<file path="src/rtl/alu_pkg.sv">
// Shared opcode, flag-index and FSM-state constants for the sequential ALU.
// Latency: n/a (constants only).
// Backpressure: n/a.
package alu_pkg;

  // Opcode values as seen on the issue port
  localparam int unsigned OP_ADD  = 0;
  localparam int unsigned OP_ADDU = 1;
  localparam int unsigned OP_SUB  = 2;
  localparam int unsigned OP_SUBU = 3;
  localparam int unsigned OP_CMP  = 4;
  localparam int unsigned OP_AND  = 5;
  localparam int unsigned OP_OR   = 6;
  localparam int unsigned OP_XOR  = 7;
  localparam int unsigned OP_LSH  = 8;
  localparam int unsigned OP_ASH  = 9;
  localparam int unsigned OP_MUL  = 10;

  // Bit positions inside the {C,L,F,N,Z} status register
  localparam int FLAG_C = 4;
  localparam int FLAG_L = 3;
  localparam int FLAG_F = 2;
  localparam int FLAG_N = 1;
  localparam int FLAG_Z = 0;

  // Issue FSM: either idle (accepting) or stepping the multiplier
  localparam logic [0:0] ST_IDLE = 1'b0;
  localparam logic [0:0] ST_MUL  = 1'b1;

endpackage

</file>
<file path="src/rtl/alu_mul_iter.sv">
// Iterative shift-add multiplier, low WIDTH_DATA bits of unsigned a*b.
// Latency: WIDTH_DATA cycles after start; done is high during the final step and product is valid then.
// Backpressure: none; start is ignored by the caller while busy, and a start always restarts the engine.
module alu_mul_iter #(
  parameter int WIDTH_DATA = 16
) (
  input  logic                  clk,
  input  logic                  reset_n,
  input  logic                  start,
  input  logic [WIDTH_DATA-1:0] a,
  input  logic [WIDTH_DATA-1:0] b,
  output logic                  busy,
  output logic                  done,
  output logic [WIDTH_DATA-1:0] product
);

  localparam int CW = $clog2(WIDTH_DATA);

  logic [WIDTH_DATA-1:0] mcand;
  logic [WIDTH_DATA-1:0] mplier;
  logic [WIDTH_DATA-1:0] acc;
  logic [WIDTH_DATA-1:0] acc_nxt;
  logic [CW-1:0]         cnt;
  logic                  last;

  // The final partial sum is forwarded combinationally so the caller can
  // register it on the same edge that retires the last multiplier bit.
  assign acc_nxt = acc + (mplier[0] ? mcand : '0);
  assign last    = (cnt == CW'(WIDTH_DATA - 1));
  assign done    = busy && last;
  assign product = acc_nxt;

  // One multiplier bit consumed per cycle; multiplicand walks left
  always_ff @(posedge clk or negedge reset_n) begin
    if (!reset_n) begin
      busy   <= 1'b0;
      cnt    <= '0;
      mcand  <= '0;
      mplier <= '0;
      acc    <= '0;
    end else if (start) begin
      busy   <= 1'b1;
      cnt    <= '0;
      mcand  <= a;
      mplier <= b;
      acc    <= '0;
    end else if (busy) begin
      acc    <= acc_nxt;
      mcand  <= mcand << 1;
      mplier <= mplier >> 1;
      cnt    <= cnt + CW'(1);
      if (last) begin
        busy <= 1'b0;
      end
    end
  end

endmodule

</file>
<file path="src/rtl/alu_psr_seq.sv">
// Registered ALU with persistent {C,L,F,N,Z} status and an iterative multiplier.
// Latency: 1 cycle for single-cycle ops, WIDTH_DATA+1 cycles for MUL.
// Backpressure: in_ready drops for the whole MUL; requests must be held until accepted.
module alu_psr_seq #(
  parameter int WIDTH_DATA    = 16,
  parameter int WIDTH_CONTROL = 4
) (
  input  logic                     clk,
  input  logic                     reset_n,
  input  logic                     in_valid,
  output logic                     in_ready,
  input  logic [WIDTH_CONTROL-1:0] opcode,
  input  logic [WIDTH_DATA-1:0]    A,
  input  logic [WIDTH_DATA-1:0]    B,
  input  logic                     use_carry,
  input  logic                     flag_we,
  output logic [WIDTH_DATA-1:0]    result,
  output logic                     out_valid,
  output logic [4:0]               flags
);

  import alu_pkg::*;

  localparam int W           = WIDTH_DATA;
  localparam int WIDTH_SHIFT = $clog2(WIDTH_DATA);

  localparam logic [WIDTH_CONTROL-1:0] OPC_ADD  = WIDTH_CONTROL'(OP_ADD);
  localparam logic [WIDTH_CONTROL-1:0] OPC_ADDU = WIDTH_CONTROL'(OP_ADDU);
  localparam logic [WIDTH_CONTROL-1:0] OPC_SUB  = WIDTH_CONTROL'(OP_SUB);
  localparam logic [WIDTH_CONTROL-1:0] OPC_SUBU = WIDTH_CONTROL'(OP_SUBU);
  localparam logic [WIDTH_CONTROL-1:0] OPC_CMP  = WIDTH_CONTROL'(OP_CMP);
  localparam logic [WIDTH_CONTROL-1:0] OPC_AND  = WIDTH_CONTROL'(OP_AND);
  localparam logic [WIDTH_CONTROL-1:0] OPC_OR   = WIDTH_CONTROL'(OP_OR);
  localparam logic [WIDTH_CONTROL-1:0] OPC_XOR  = WIDTH_CONTROL'(OP_XOR);
  localparam logic [WIDTH_CONTROL-1:0] OPC_LSH  = WIDTH_CONTROL'(OP_LSH);
  localparam logic [WIDTH_CONTROL-1:0] OPC_ASH  = WIDTH_CONTROL'(OP_ASH);
  localparam logic [WIDTH_CONTROL-1:0] OPC_MUL  = WIDTH_CONTROL'(OP_MUL);

  logic [0:0]         state;
  logic               accept;
  logic               mul_start;
  logic               mul_fwe;
  logic               mul_busy;
  logic               mul_done;
  logic [W-1:0]       mul_prod;

  logic               cin;
  logic [W:0]         add_w;
  logic [W:0]         sub_w;
  logic [WIDTH_SHIFT:0] amt;
  logic [WIDTH_SHIFT:0] amt_mag;
  logic               amt_neg;
  logic               oversize;
  logic [W-1:0]       shl;
  logic [W-1:0]       shr;
  logic [W-1:0]       sar;

  logic [W-1:0]       alu_res;
  logic [4:0]         flag_nxt;
  logic               upd_nz;

  assign in_ready  = (state == ST_IDLE) && !mul_busy;
  assign accept    = in_valid && in_ready;
  assign mul_start = accept && (opcode == OPC_MUL);

  alu_mul_iter #(
    .WIDTH_DATA (WIDTH_DATA)
  ) u_mul (
    .clk     (clk),
    .reset_n (reset_n),
    .start   (mul_start),
    .a       (A),
    .b       (B),
    .busy    (mul_busy),
    .done    (mul_done),
    .product (mul_prod)
  );

  // Adder/subtractor at W+1 bits so bit W carries the carry/borrow; cin comes from stored C
  always_comb begin
    cin   = use_carry & flags[FLAG_C];
    add_w = {1'b0, A} + {1'b0, B} + {{W{1'b0}}, cin};
    sub_w = {1'b0, A} - {1'b0, B} - {{W{1'b0}}, cin};
  end

  // Signed shift amount: positive shifts left, negative shifts right; magnitude >= W saturates
  always_comb begin
    amt      = B[WIDTH_SHIFT:0];
    amt_neg  = amt[WIDTH_SHIFT];
    amt_mag  = amt_neg ? -amt : amt;
    oversize = (int'(amt_mag) >= W);
    shl      = oversize ? '0 : (A << amt_mag);
    shr      = oversize ? '0 : (A >> amt_mag);
    sar      = oversize ? {W{A[W-1]}} : $unsigned($signed(A) >>> amt_mag);
  end

  // Op mux and next-flag computation for single-cycle opcodes
  always_comb begin
    alu_res  = '0;
    flag_nxt = flags;
    upd_nz   = 1'b0;
    case (opcode)
      OPC_ADD, OPC_ADDU: begin
        alu_res          = add_w[W-1:0];
        flag_nxt[FLAG_C] = add_w[W];
        flag_nxt[FLAG_F] = (A[W-1] == B[W-1]) && (add_w[W-1] != A[W-1]);
        upd_nz           = 1'b1;
      end
      OPC_SUB, OPC_SUBU: begin
        alu_res          = sub_w[W-1:0];
        flag_nxt[FLAG_C] = sub_w[W];
        flag_nxt[FLAG_F] = (A[W-1] != B[W-1]) && (sub_w[W-1] != A[W-1]);
        upd_nz           = 1'b1;
      end
      OPC_CMP: begin
        alu_res          = A - B;
        flag_nxt[FLAG_L] = (A < B);
        flag_nxt[FLAG_N] = ($signed(A) < $signed(B));
        flag_nxt[FLAG_Z] = (A == B);
      end
      OPC_AND: begin
        alu_res = A & B;
        upd_nz  = 1'b1;
      end
      OPC_OR: begin
        alu_res = A | B;
        upd_nz  = 1'b1;
      end
      OPC_XOR: begin
        alu_res = A ^ B;
        upd_nz  = 1'b1;
      end
      OPC_LSH: begin
        alu_res = amt_neg ? shr : shl;
        upd_nz  = 1'b1;
      end
      OPC_ASH: begin
        alu_res = amt_neg ? sar : shl;
        upd_nz  = 1'b1;
      end
      default: begin
        alu_res = '0;
      end
    endcase
    if (upd_nz) begin
      flag_nxt[FLAG_N] = alu_res[W-1];
      flag_nxt[FLAG_Z] = (alu_res == '0);
    end
  end

  // Issue FSM, output registers and status register; MUL retires on the multiplier's done
  always_ff @(posedge clk or negedge reset_n) begin
    if (!reset_n) begin
      state     <= ST_IDLE;
      result    <= '0;
      flags     <= '0;
      out_valid <= 1'b0;
      mul_fwe   <= 1'b0;
    end else begin
      out_valid <= 1'b0;
      if (state == ST_MUL) begin
        if (mul_done) begin
          state     <= ST_IDLE;
          result    <= mul_prod;
          out_valid <= 1'b1;
          if (mul_fwe) begin
            flags[FLAG_N] <= mul_prod[W-1];
            flags[FLAG_Z] <= (mul_prod == '0);
          end
        end
      end else if (accept) begin
        if (opcode == OPC_MUL) begin
          state   <= ST_MUL;
          mul_fwe <= flag_we;
        end else begin
          result    <= alu_res;
          out_valid <= 1'b1;
          if (flag_we) begin
            flags <= flag_nxt;
          end
        end
      end
    end
  end

endmodule
</file>
<file path="config.mk">
export PLATFORM = sky130hd
export DESIGN_NAME = alu_psr_seq
export DESIGN_NICKNAME = d
export VERILOG_FILES = /design/src/rtl/alu_pkg.sv /design/src/rtl/alu_mul_iter.sv /design/src/rtl/alu_psr_seq.sv
export SDC_FILE = /design/constraint.sdc
export NUM_CORES = 1
export LEC_CHECK = 0
export ABC_AREA = 1
export CAP_MARGIN = 20
export CORE_MARGIN = 2
export CORE_UTILIZATION = 33
export DETAILED_ROUTE_END_ITERATION = 12
export GPL_ROUTABILITY_DRIVEN = 1
export GPL_TIMING_DRIVEN = 0
export SLEW_MARGIN = 5
export SYNTH_ARGS = -nofsm -noshare
export SYNTH_HDL_FRONTEND = slang
export SYNTH_SLANG_ARGS = --single-unit
</file>
<file path="constraint.sdc">
create_clock -name clk -period 3.15 [get_ports clk]
set_input_delay 0.63 -clock clk [delete_from_list [all_inputs] [get_ports clk]]
set_output_delay 0.63 -clock clk [all_outputs]
set_load 0.02 [all_outputs]
</file>
# --- Word-level counts from Yosys, hierarchy flattened ---
# Index checks and enable logic that the tools add are counted.
word_totals:
  ff_bits: 77
  latchBits: 0
  ramBits: 0
  mem_bits_ro: 0
  inputBits: 41
  out_inout_bits: 23
  wordCells: 116
  memories: 0
classes:
  n_addsub: 8
  mul: 0
  div_mod_pow: 0
  order_cmp: 3
  eq_ne: 19
  n_shift: 3
  mux: 42
  n_bitwise: 6
  n_reduce_logical: 23
op_table:
  columns: ["op", "count"]
  rows:
  - ["16-bit two-way mux", 16]
  - ["16-bit one-hot mux with 8 select lines", 1]
  - ["16-bit zero test", 2]
  - ["16-bit less-than comparator", 2]
  - ["16-bit by 16-bit adder with 17-bit output", 1]
  - ["17-bit by 1-bit adder with 17-bit output", 1]
  - ["16-bit by 16-bit subtractor with 17-bit output", 1]
  - ["17-bit by 1-bit subtractor with 17-bit output", 1]
  - ["16-bit adder", 1]
  - ["16-bit AND", 1]
  - ["16-bit equality test", 1]
  - ["4-bit by 3-bit equality test with 1-bit output (second input constant)", 4]
  - ["4-bit equality test (second input constant)", 4]
  - ["2-bit two-way mux", 8]
  - ["16-bit bitwise OR", 1]
  - ["16-bit by 5-bit left shift with 16-bit output", 1]
  - ["16-bit by 5-bit >> shifter with 16-bit output", 1]
  - ["16-bit by 5-bit >>> shifter with 16-bit output", 1]
  - ["16-bit subtractor", 1]
  - ["16-bit bitwise XOR", 1]
  - ["1-bit two-way mux", 12]
  - ["5-bit AND reduction", 2]
  - ["9-bit OR reduction", 1]
  - ["4-bit by 2-bit equality test with 1-bit output (second input constant)", 2]
  - ["other kinds (21)", 37]

# --- Longest topological paths before layout ---
# Gate-level depths: netlist (run 1).
logic_depth:
  depth_word: 12
  depth_mapped: 29

# --- Modules after synthesis ---
# A second synthesis (run 1) with hierarchy kept.
unflattened:
  cells_unflattened: 1837
  hier_area_um2: 10576.4
by_module_without_submodules:
  columns: ["module", "n_inst", "cells_each", "area_each_um2"]
  rows:
  - ["alu_psr_seq", 1, 1403, 7299.5]
  - ["alu_mul_iter", 1, 434, 3276.9]

# --- Least setup slack after synthesis (run 1) ---
# Ideal clock, no wire load.
synth_timing:
  path_type: "input-to-reg"
  startpoint: "in B[0]"
  endpoint: "reg flags[0]"
  setup_ns: 0.065
  arrival_ns: 3.694
  required_time_ns: 3.085
  slack_ns: -0.609
  path_stages: 26
  cell_sequence: "buf_6 > inv_4 > buf_12 > buf_12 > fa_1 > inv_1 > ha_1 > nor2_1 > inv_1 > fa_1 > nor2_1 > o21ai_1 > or2_2 > nand3_1 > nand2_1 > nor2_1 > nand3_1 > nor2_1 > nand3_1 > nor2_1 > nand2_1 > nand2_1 > nand2_1 > nand2_1 > nand2_1 > nand2_1"
synth_via:
  elab_chain_cells: 12
  elab_cells_between_ends: 28
  cone_classes: "6 x add/sub; 1 x order compare; 1 x eq/ne; 3 x shift; 13 x mux; 3 x bitwise; 1 x reduce/logical"
synth_lines:
  columns: ["element", "line_no", "source"]
  rows:
  - ["start, declared", "alu_psr_seq.sv:14", "input logic [WIDTH_DATA-1:0] B,"]
  - ["branches (longest 7 deep; another with 16-bit by 16-bit subtractor with 17-bit output)", null, null]
  - ["2-bit two-way mux (*)", "alu_psr_seq.sv:145", "if (upd_nz) begin"]
  - ["2-bit two-way mux (*)", "alu_psr_seq.sv:178", "if (flag_we) begin"]
  - ["2-bit two-way mux (*)", "alu_psr_seq.sv:172", "if (opcode == OPC_MUL) begin"]
  - ["2-bit two-way mux (*)", "alu_psr_seq.sv:171", "end else if (accept) begin"]
  - ["2-bit two-way mux (*)", "alu_psr_seq.sv:161", "if (state == ST_MUL) begin"]
  - ["end signal, assigned by index", "alu_psr_seq.sv:167", "flags[FLAG_N] <= mul_prod[W-1];"]
  - ["end signal, assigned by index", "alu_psr_seq.sv:168", "flags[FLAG_Z] <= (mul_prod == '0);"]
  - ["end signal, assigned", "alu_psr_seq.sv:179", "flags <= flag_nxt;"]
  - ["end, declared", "alu_psr_seq.sv:19", "output logic [4:0] flags"]
# Every way passes the cells marked *. The select of a mux whose other input is x is not followed.
# A chain may end at the register's enable or synchronous reset.

# --- Worst setup path in the final report (run 1) ---
layout_timing:
  startpoint: "reg flags[4]"
  endpoint: "reg flags[0]"
layout_via:
  elab_chain_cells: 9
  elab_cells_between_ends: 10
  cone_classes: "2 x add/sub; 6 x mux; 1 x bitwise; 1 x reduce/logical"
layout_lines:
  columns: ["element", "line_no", "source"]
  rows:
  - ["1-bit AND (*)", "alu_psr_seq.sv:81", "cin = use_carry & flags[FLAG_C];"]
  - ["17-bit by 1-bit subtractor with 17-bit output / 17-bit by 1-bit adder with 17-bit output (equally long branches)", "alu_psr_seq.sv:83, alu_psr_seq.sv:82", null]
  - ["16-bit one-hot mux with 8 select lines (*)", "alu_psr_seq.sv:102", "case (opcode)"]
  - ["16-bit zero test (*)", "alu_psr_seq.sv:147", "flag_nxt[FLAG_Z] = (alu_res == '0);"]
  - ["2-bit two-way mux (*)", "alu_psr_seq.sv:145", null]
  - ["2-bit two-way mux (*)", "alu_psr_seq.sv:178", null]
  - ["2-bit two-way mux (*)", "alu_psr_seq.sv:172", null]
  - ["2-bit two-way mux (*)", "alu_psr_seq.sv:171", null]
  - ["2-bit two-way mux (*)", "alu_psr_seq.sv:161", null]
# Mark *: on every way between the ends. The rest lies on a longest branch, timed or not. The select of a mux whose other input is x is not followed.

==> results.yml, run 1 <==
setup_path:
  startpoint_type: "flop"
  crit_buf_inv: 2
  path_cells: "nand2_4, fa_2, inv_2, ha_4, nor2_4, inv_2, fa_2, nor2_4, o21ai_4, nand2_2, nand2_2, nand3b_1, nand3b_1, nand3_1, nand4_1, nor2_2, nand2_1, nor2_1, nand2_1, nand2_1, nand2_1, nand2_2, nand2_2, nand2_1"
  crit_slowest_cell: "fa_2"
  crit_family: "simple AND/OR/NAND/NOR gates"
  cp.arrival_ns: 4.01
  critPathMostFrequentCell: "nand2_1"
  cp-end-kind: "flop"
  cp_slowest_stage_delay_ns: 0.63
  required_ns: 3.44
  reg2reg_depth: 24
  regToRegStartpoint: "flags[4]$_DFFE_PN0P_"
  crit_type: "reg -> reg"
  crit_start: "flags[4]$_DFFE_PN0P_"
  worstPathMaxFanout: 3
  crit_cells: 24
route:
  post-route-drc-count: 0
  wl_um: 42600
  drt-initial-drc-count: 1097
  first_pass_iters: 5
  via_count: 11997
  wl_per_cell_um: 19.1
  vias_per_cell: 5.38
  postRouteAntennaNets: 0
synth:
  yosys_warnings: 0
  synthFlopType: "dfrtp_1"
  synth_area_leader_cell: "nand2_1"
  yosysUniqueCellTypes: 46
  syn-cell-area_um2: 10200
  syn_area_per_cell_um2: 5.91
  syn_inst: 1728
  synth_top_area_share: 0.235
  ys_seq_area_frac: 0.189
  synth_edf_count: 0
  async_flop_share: 1.00
  synth_commonest_cells: "640 x nand2_1, 207 x inv_1, 152 x nand3_1, 137 x nor2_1, 96 x ha_1"
  ys_top_cells_by_area: "nand2_1 24%, dfrtp_1 19%, ha_1 12%, inv_1 7.6%, nand3_1 7.4%"
  synth_seq_cells: 77
  yosysMostFrequentCell: "nand2_1"
  synth_fp_nets: 1871
place:
  dpl.hpwl_um: 34500
  io_buffers: 63
  place.gp.congestion: 0.992
  dp_slack_ns: -1.94
power:
  total_leakage_power_nw: 6.46
  power_density_nw_per_um2: 517
  ir_drop_v: 0.000275
outcome:
  status: "finished, violations left"
  violations: "negative setup slack"
grt:
  overflow: 0
  grt_antenna_before_repair: 1
  grt_max_degree: 52
  grt_pass1_wl_um: 64700
  grt.total_usage: 0.257
  grt_pass1_vias: 11163
sta:
  slew_headroom: 0.470
  fin_skew_ns: 0.00872
  setup_violations: 9
  fin_crit_sh: 1.18
  setup_slack_ns: -0.571
  hold_violations: 0
  max_freq_ghz: 0.269
  rsz0062_at_grt: "yes"
  final_max_slew_viol_count: 0
  tightest_slew_ns: 0.794
  period_needed_ns: 3.72
die:
  die_h_um: 180
  core_um2: 30500
  fp.dieW_um: 180
  dieArea_um2: 32400
  pin_count: 64
  rows: 64
  start_util: 0.335
cells_and_area:
  area_growth_pct: 22.6
  utilization: 0.410
  drive_above_1_share: 0.137
  nets: 1971
  fill_cells: 3285
clocking:
  clk_pin_slew_ns: 0.06
  cts_tree: "yes"
  cts_buffer_depth: 2
  clockRootBuffer: "clkbuf_16"
  cts_sinks: 77
  cts_hold_buf: 0
  cts_buffers: 9
  clk_latency_ns: 0.35
  htreeDepth: 3
job:
  drv_cap: 0
worst_hold_path:
  hold_path.class: "in -> async"
[cell usage in the layout, fill, tap and decap left out, drive strengths merged, types with 7 or more instances in the layout]
cell           count
a21oi             85
a31oi              7
buf               66
clkbuf            37
clkdlybuf4s50     43
clkinvlp           9
dfrtp             77
dlygate4sd2        9
ha                96
inv              211
nand2            658
nand3            157
nand3b             8
nand4             23
nor2             138
nor3              12
o211ai            30
o21ai             88
o22ai             12
xor2              12
[stage by stage]
step / power (W) / hold slack, ns / std cells / area [um2] / TNS (ns)
global route: 0.00694 / 0.234 / 2229 / 12500 / -3.60
detailed placement: 0.00513 / 0.459 / 2188 / 11400 / -27.46
finish: 0.00647 / 0.198 / 2230 / 12500 / -2.11
global placement: 0.00508 / 0.457 / 2187 / 11400 / -136.99
CTS: 0.00637 / 0.217 / 2227 / 12400 / -1.92
floorplan: 0.00386 / 0.334 / 1728 / 10200 / -1.34
[power breakdown]
group | switching, W | leakage [nW] | total [W] | internal (W)
clock | 0.000465 | 0.129 | 0.00101 | 0.000543
sequential | 0.000271 | 1.01 | 0.00165 | 0.00138
combinational | 0.00245 | 5.32 | 0.00381 | 0.00136
total | 0.00319 | 6.46 | 0.00647 | 0.00328
[flip-flops by register name, indices dropped and copies added, names as in the netlist]
signal and cells:
u_mul.busy 1, u_mul.mplier 16, state 1, u_mul.cnt 4, mul_fwe 1, flags 5, u_mul.acc 16, u_mul.mcand 16
result 16, out_valid 1
[cells by family after synthesis]
| logic type | Yosys count | synth area share |
|---|---|---|
| and+or+nand+nor | 1003 | 0.408 |
| buffers and inverters | 278 | 0.117 |
| AOI/OAI and AO/OA | 250 | 0.142 |
| adders and majority gates | 102 | 0.129 |
| DFF | 77 | 0.189 |
| xor gates and xnor gates | 18 | 0.0154 |
[metal layers]
metal	GRT usage	up-vias	wire length (um)
li1	-	5756	-
met1	0.342	5651	18400
met2	0.409	512	18600
met3	0.0567	78	3950
met4	0.0950	0	1580
met5	0	-	0
[repair_timing]
item / 4_1_cts / 5_1_grt
endpoints found under the setup margin: 22 / 20
resized for setup: 159 / 48
setup buffers: 24 / 4
pin swaps: 29 / 26
gates cloned: 1 / 0
[layout make-up]
cell class                      instances  area [um2]  area share
Multi-Input combinational cell       1373        7700       0.615
Buffer                                 59         370      0.0296
Tap cell                              396         495      0.0396
Timing Repair Buffer                   92         878      0.0702
Antenna cell                            1        2.50    0.000200
Clock inverter                          7        57.6     0.00460
Inverter                              216         861      0.0688
Clock buffer                            9         225      0.0180
Sequential cell                        77        1930       0.154
[worst reg2reg max path, stage by stage, from the launching register on]
cell and delay, ns:
dfrtp_2 0.40, nand2_4 0.11, fa_2 0.63, inv_2 0.05
ha_4 0.15, nor2_4 0.09, inv_2 0.05, fa_2 0.37
nor2_4 0.16, o21ai_4 0.09, nand2_2 0.08, nand2_2 0.06
nand3b_1 0.23, nand3b_1 0.12, nand3_1 0.10, nand4_1 0.23
nor2_2 0.20, nand2_1 0.07, nor2_1 0.09, nand2_1 0.05
nand2_1 0.06, nand2_1 0.07, nand2_2 0.10, nand2_2 0.05
nand2_1 0.05
[worst paths after layout]
kind | to | slack [ns]
max in group asynchronous | u_mul.acc[14]$_DFFE_PN0P_ | 2.37
max | flags[0]$_DFFE_PN0P_ | -0.57
max reg2reg | flags[0]$_DFFE_PN0P_ | -0.57
min | u_mul.mplier[12]$_DFFE_PN0P_ | 0.20
min reg2reg | result[1]$_DFFE_PN0P_ | 0.47
min in group clk | result[1]$_DFFE_PN0P_ | 0.47
No activity file was read; power rests on OpenSTA's default activity.
==> run 2, diff against run 1 <==
--- a/config.mk
+++ b/config.mk
@@ -8,10 +8,11 @@
 export ABC_AREA = 1
 export CAP_MARGIN = 20
 export CORE_MARGIN = 2
-export CORE_UTILIZATION = 33
+export CORE_UTILIZATION = 50
 export DETAILED_ROUTE_END_ITERATION = 12
 export GPL_ROUTABILITY_DRIVEN = 1
 export GPL_TIMING_DRIVEN = 0
+export PLACE_DENSITY = 0.72
 export SLEW_MARGIN = 5
 export SYNTH_ARGS = -nofsm -noshare
 export SYNTH_HDL_FRONTEND = slang
==> run 2 against run 1 <==
Against the previous run: the run still ends with negative setup slack left; power rose by 3.7%; first-iteration DRC count rose by 20%; die area fell by 33%; largest power group unchanged; critical path depth fell by 1; sequential power barely moved; maximum frequency rose by 1.2%; sequential cell count did not move; highest routed layer is now met5; final cell count fell by 5.4%.
==> results.yml, run 2 (synthesis gave the netlist of run 1 again) <==
cells_and_area:
  final_common_cell: "nand2_1"
  antenna_cells: 0
  layout_common_cells: "627 x nand2_1, 183 x inv_1, 136 x nand3_1, 112 x nor2_1, 76 x dfrtp_1"
  stdcell_count: 2109
  area_growth_pct: 23.4
  nets: 1977
  drive_above_1_share: 0.147
  fill_cells: 1938
clocking:
  htreeDepth: 3
  cts_sinks: 77
  clk_pin_slew_ns: 0.06
  cts_tree: "yes"
  cts_hold_buf: 0
  clk_latency_ns: 0.34
  cts_buffer_depth: 2
  clockRootBuffer: "clkbuf_16"
  cts_buffers: 9
sta:
  setup_slack_ns: -0.528
  tightest_slew_ns: 0.732
  setup_violations: 9
  final_max_slew_viol_count: 0
  slew_headroom: 0.510
  max_freq_ghz: 0.272
  rsz0062_at_grt: "yes"
  period_needed_ns: 3.68
  hold_violations: 0
  fin_skew_ns: 0.00985
  fin_crit_sh: 1.17
setup_path:
  required_ns: 3.43
  cp-endpoint: "flags[0]$_DFFE_PN0P_"
  cp-end-kind: "flop"
  reg2reg_to: "flags[0]$_DFFE_PN0P_"
  regToRegStartpoint: "flags[4]$_DFFE_PN0P_"
  crit_buf_inv: 1
  crit_cells: 23
  worstPathMaxFanout: 4
  cp_slowest_stage_delay_ns: 0.49
  critPathMostFrequentCell: "nand2_1"
  crit_slowest_cell: "fa_2"
  path_cells: "nand2_4, fa_2, ha_1, nor2_4, inv_2, fa_2, nor2_4, o21ai_4, nand2_2, nand2_2, nand3b_1, nand3b_1, nand3_2, nand4_1, nor2_2, nand2_1, nor2_2, nand2_1, nand2_1, nand2_2, nand2_1, nand2_1, nand2_1"
  crit_start: "flags[4]$_DFFE_PN0P_"
  crit_family: "simple AND/OR/NAND/NOR gates"
  crit_type: "reg -> reg"
  startpoint_type: "flop"
  reg2reg_depth: 23
  reg2reg_slack_ns: -0.53
  cp.arrival_ns: 3.96
grt:
  grt_max_degree: 67
  grt_pass1_vias: 11285
  grt_antenna_before_repair: 1
  grt.total_usage: 0.382
  grt_pass1_wl_um: 63500
  overflow: 0
route:
  wl_per_cell_um: 20.0
  vias_per_cell: 5.78
  drt-initial-drc-count: 1320
  first_pass_iters: 7
  postRouteAntennaNets: 0
  wl_um: 42200
  post-route-drc-count: 0
  via_count: 12189
die:
  core_um2: 20200
  pin_count: 64
  rows: 52
  dieArea_um2: 21600
  die_h_um: 147
  start_util: 0.507
  fp.dieW_um: 147
outcome:
  status: "finished, violations left"
  violations: "negative setup slack"
place:
  dpl.hpwl_um: 33400
  dp_slack_ns: -1.93
  place.gp.congestion: 1.02
  post-place-cells: 2062
  io_buffers: 63
power:
  power_density_nw_per_um2: 532
  ir_drop_v: 0.000307
  total_leakage_power_nw: 6.66
job:
  drv_cap: 0
worst_hold_path:
  hold_path.class: "in -> async"
run 2: changes by cell type in the layout (fill, tap and decap cells not counted), sizes merged:
cell and delta:
dlymetal6s2s +13, clkbuf +10, clkdlybuf4s50 -7, dlygate4sd2 -7, clkinvlp -4, bufinv +2
clkdlybuf4s15 -2, clkinv +1, diode -1
run 2: report_power, final:
part	switching (W)	total, W	internal [W]
sequential	0.000281	0.00166	0.00138
combinational	0.00249	0.00390	0.00141
clock	0.000450	0.00115	0.000702
total	0.00323	0.00671	0.00348
run 2: worst register-to-register path, cell delays in order, from the launching register on:
cell and delay (ns):
dfrtp_2 0.44, nand2_4 0.13, fa_2 0.49, ha_1 0.23, nor2_4 0.13, inv_2 0.05, fa_2 0.37, nor2_4 0.15
o21ai_4 0.09, nand2_2 0.09, nand2_2 0.05, nand3b_1 0.11, nand3b_1 0.20, nand3_2 0.11, nand4_1 0.21, nor2_2 0.22
nand2_1 0.08, nor2_2 0.11, nand2_1 0.06, nand2_1 0.07, nand2_2 0.06, nand2_1 0.07, nand2_1 0.05, nand2_1 0.05
run 2: layer usage:
metal / share of wire / routed length (um) / GRT usage
met3: 0.10 / 4270 / 0.0994
met4: 0.046 / 1940 / 0.173
met1: 0.41 / 17500 / 0.503
met5: 0.00031 / 13 / 0
met2: 0.44 / 18500 / 0.592
run 2: final cells by class:
cell class | count | area [um2] | share of cell area
clock buffers | 10 | 229 | 0.0182
flip-flops and latches | 77 | 1930 | 0.153
plain buffers | 59 | 379 | 0.0301
clock inverters | 6 | 93.8 | 0.00744
multi-input cells | 1373 | 7810 | 0.619
inverters | 216 | 866 | 0.0687
well taps | 270 | 338 | 0.0268
repair buffers | 98 | 965 | 0.0765
run 2: how the worst min path moves through the flow:
stage,from,end,slack (ns)
2_1_floorplan,reset_n,flags[0]$_DFFE_PN0P_,0.33
6_report,reset_n,u_mul.mplier[12]$_DFFE_PN0P_,0.12
5_1_grt,reset_n,u_mul.mplier[12]$_DFFE_PN0P_,0.13
3_3_place_gp,result[1]$_DFFE_PN0P_,result[1]$_DFFE_PN0P_,0.46
3_5_place_dp,mul_fwe$_DFFE_PN0P_,mul_fwe$_DFFE_PN0P_,0.48
4_1_cts,reset_n,u_mul.mplier[12]$_DFFE_PN0P_,0.13
run 2: metrics by stage:
step	TNS [ns]	total power [W]	area, um2	utilization	hold slack [ns]
floorplan	-1.34	0.00386	10200	-	0.334
CTS	-2.90	0.00646	12100	0.600	0.127
global route	-3.52	0.00715	12600	0.625	0.130
detailed placement	-28.62	0.00509	11200	0.557	0.479
global placement	-122.03	0.00501	11200	0.556	0.456
finish	-2.23	0.00671	12600	0.625	0.123
run 2: what timing repair did:
| action | in CTS | in global routing |
|---|---|---|
| resized for setup | 128 | 124 |
| pin swaps | 32 | 41 |
| gates cloned | 1 | 0 |
| buffers inserted | 20 | 16 |
| setup endpoints to repair | 22 | 20 |
==> run 3, diff against run 2 <==
--- a/config.mk
+++ b/config.mk
@@ -11,7 +11,6 @@
 export CORE_UTILIZATION = 50
 export DETAILED_ROUTE_END_ITERATION = 12
 export GPL_ROUTABILITY_DRIVEN = 1
-export GPL_TIMING_DRIVEN = 0
 export PLACE_DENSITY = 0.72
 export SLEW_MARGIN = 5
 export SYNTH_ARGS = -nofsm -noshare
==> run 3 against run 2 <==
Against the previous run: the flow still finishes with violations (negative setup slack); final cell count is 10% higher; worst hold slack better by 0.29 ns; maximum frequency is 11% higher; utilization is 7.6 points higher; clock power is 10% lower; cell area is 12% higher; die area stayed put; combinational power is 11% higher; largest power group unchanged; highest routed layer unchanged.
==> results.yml, run 3 (synthesis gave the netlist of run 1 again) <==
grt:
  overflow: 0
  use_met2: 0.649
  grt_use_met1: 0.579
  grt_pass1_vias: 12701
  met3_usage: 0.0916
  grt.total_usage: 0.422
  grt_pass1_wl_um: 70900
  grt_max_degree: 78
  grt_antenna_before_repair: 2
  top_usage_layer: "met2"
clocking:
  clk_latency_ns: 0.34
  cts_sinks: 77
  clk_pin_slew_ns: 0.07
  htreeDepth: 3
  cts_buffers: 9
  cts_tree: "yes"
  cts_buffer_depth: 2
  clockRootBuffer: "clkbuf_16"
  cts_hold_buf: 0
route:
  wl_um: 46500
  postRouteAntennaNets: 0
  post-route-drc-count: 0
  first_pass_iters: 5
  drt-initial-drc-count: 1575
  vias_per_cell: 5.74
  via_count: 13323
  wl_per_cell_um: 20.0
cells_and_area:
  stdcell_count: 2321
  area_growth_pct: 38.5
  nets: 2188
  layout_common_cells: "620 x nand2_1, 289 x buf_4, 196 x inv_1, 140 x nand3_1, 109 x nor2_1"
  drive_above_1_share: 0.236
  fill_cells: 1796
  final_common_cell: "nand2_1"
die:
  die_h_um: 147
  core_um2: 20200
  dieArea_um2: 21600
  pin_count: 64
  rows: 52
  fp.dieW_um: 147
  start_util: 0.507
sta:
  fin_crit_sh: 1.06
  setup_violations: 5
  period_needed_ns: 3.32
  setup_slack_ns: -0.175
  fin_skew_ns: 0.0103
  hold_violations: 0
  max_freq_ghz: 0.301
  whs_ns: 0.415
  final_max_slew_viol_count: 0
  tightest_slew_ns: 1.02
  slew_headroom: 0.321
  rsz0062_at_grt: "yes"
power:
  ir_drop_v: 0.000440
  total_leakage_power_nw: 7.63
  power_density_nw_per_um2: 498
  power_w: 0.00705
place:
  dp_slack_ns: -1.06
  dpl.hpwl_um: 37100
  place.gp.congestion: 1.07
  post-place-cells: 2294
  io_buffers: 63
setup_path:
  cp-end-kind: "flop"
  reg2reg_depth: 23
  worstPathMaxFanout: 5
  reg2reg_to: "flags[0]$_DFFE_PN0P_"
  regToRegStartpoint: "flags[4]$_DFFE_PN0P_"
  startpoint_type: "flop"
  reg2reg_slack_ns: -0.17
  required_ns: 3.43
  cp.arrival_ns: 3.61
  crit_start: "flags[4]$_DFFE_PN0P_"
  crit_type: "reg -> reg"
job:
  drv_cap: 0
outcome:
  status: "finished, violations left"
  violations: "negative setup slack"
worst_hold_path:
  hold_path.class: "in -> async"
## run 3: area by class of cell
type                            count  area, um2  share of cell area
Timing Repair Buffer              368       3040               0.215
Tap cell                          270        338              0.0239
Antenna cell                        1       2.50            0.000177
Clock buffer                        9        225              0.0159
Sequential cell                    77       1930               0.136
Multi-Input combinational cell   1373       7740               0.547
Clock inverter                      7       63.8             0.00451
Inverter                          216        813              0.0575
## run 3: worst max-delay path by stage
stage / endpoint / slack, ns
2_1_floorplan: flags[0]$_DFFE_PN0P_ / -0.40
3_3_place_gp: flags[0]$_DFFE_PN0P_ / -0.96
3_5_place_dp: flags[0]$_DFFE_PN0P_ / -1.06
4_1_cts: flags[0]$_DFFE_PN0P_ / -0.12
5_1_grt: flags[0]$_DFFE_PN0P_ / -0.39
6_report: flags[0]$_DFFE_PN0P_ / -0.17
## run 3: worst max-delay path, cell delays in order (launching register included)
cell,delay (ns)
dfrtp_1,0.39
nand2_4,0.11
fa_1,0.58
inv_2,0.06
ha_4,0.16
nor2_4,0.09
inv_2,0.05
fa_2,0.37
nor2_4,0.16
o21ai_4,0.10
or2_4,0.26
nand3_2,0.05
nand2_1,0.05
nor2_1,0.11
nand3_1,0.10
nor2_1,0.10
nand3_1,0.07
nor2_1,0.11
nand2_1,0.07
nand2_1,0.06
nand2_1,0.05
nand2_1,0.06
nand2_1,0.05
nand2_1,0.05
## run 3: what timing repair did
item	CTS	global route
resized for setup	60	111
endpoints found under the setup margin	20	21
setup buffers	3	7
gates cloned	0	1
pin swaps	20	46
## run 3: power by group
| group | leakage (nW) | internal, W | switching (W) | total [W] |
|---|---|---|---|---|
| Sequential | 1.01 | 0.00137 | 0.000336 | 0.00171 |
| Clock | 0.137 | 0.000554 | 0.000474 | 0.00103 |
| Combinational | 6.49 | 0.00173 | 0.00258 | 0.00432 |
## run 3: stage by stage
stage,util,setup TNS [ns],cell area [um2]
floorplan,-,-1.34,10200
global placement,0.651,-13.37,13100
detailed placement,0.651,-15.45,13100
CTS,0.675,-0.169,13600
global route,0.701,-1.71,14100
finish,0.702,-0.483,14200
## run 3: metal layers
metal | wire length (um) | share of wire
met5 | 13 | 0.00028
met4 | 2010 | 0.043
met3 | 5230 | 0.11
met1 | 19100 | 0.41
met2 | 20200 | 0.43
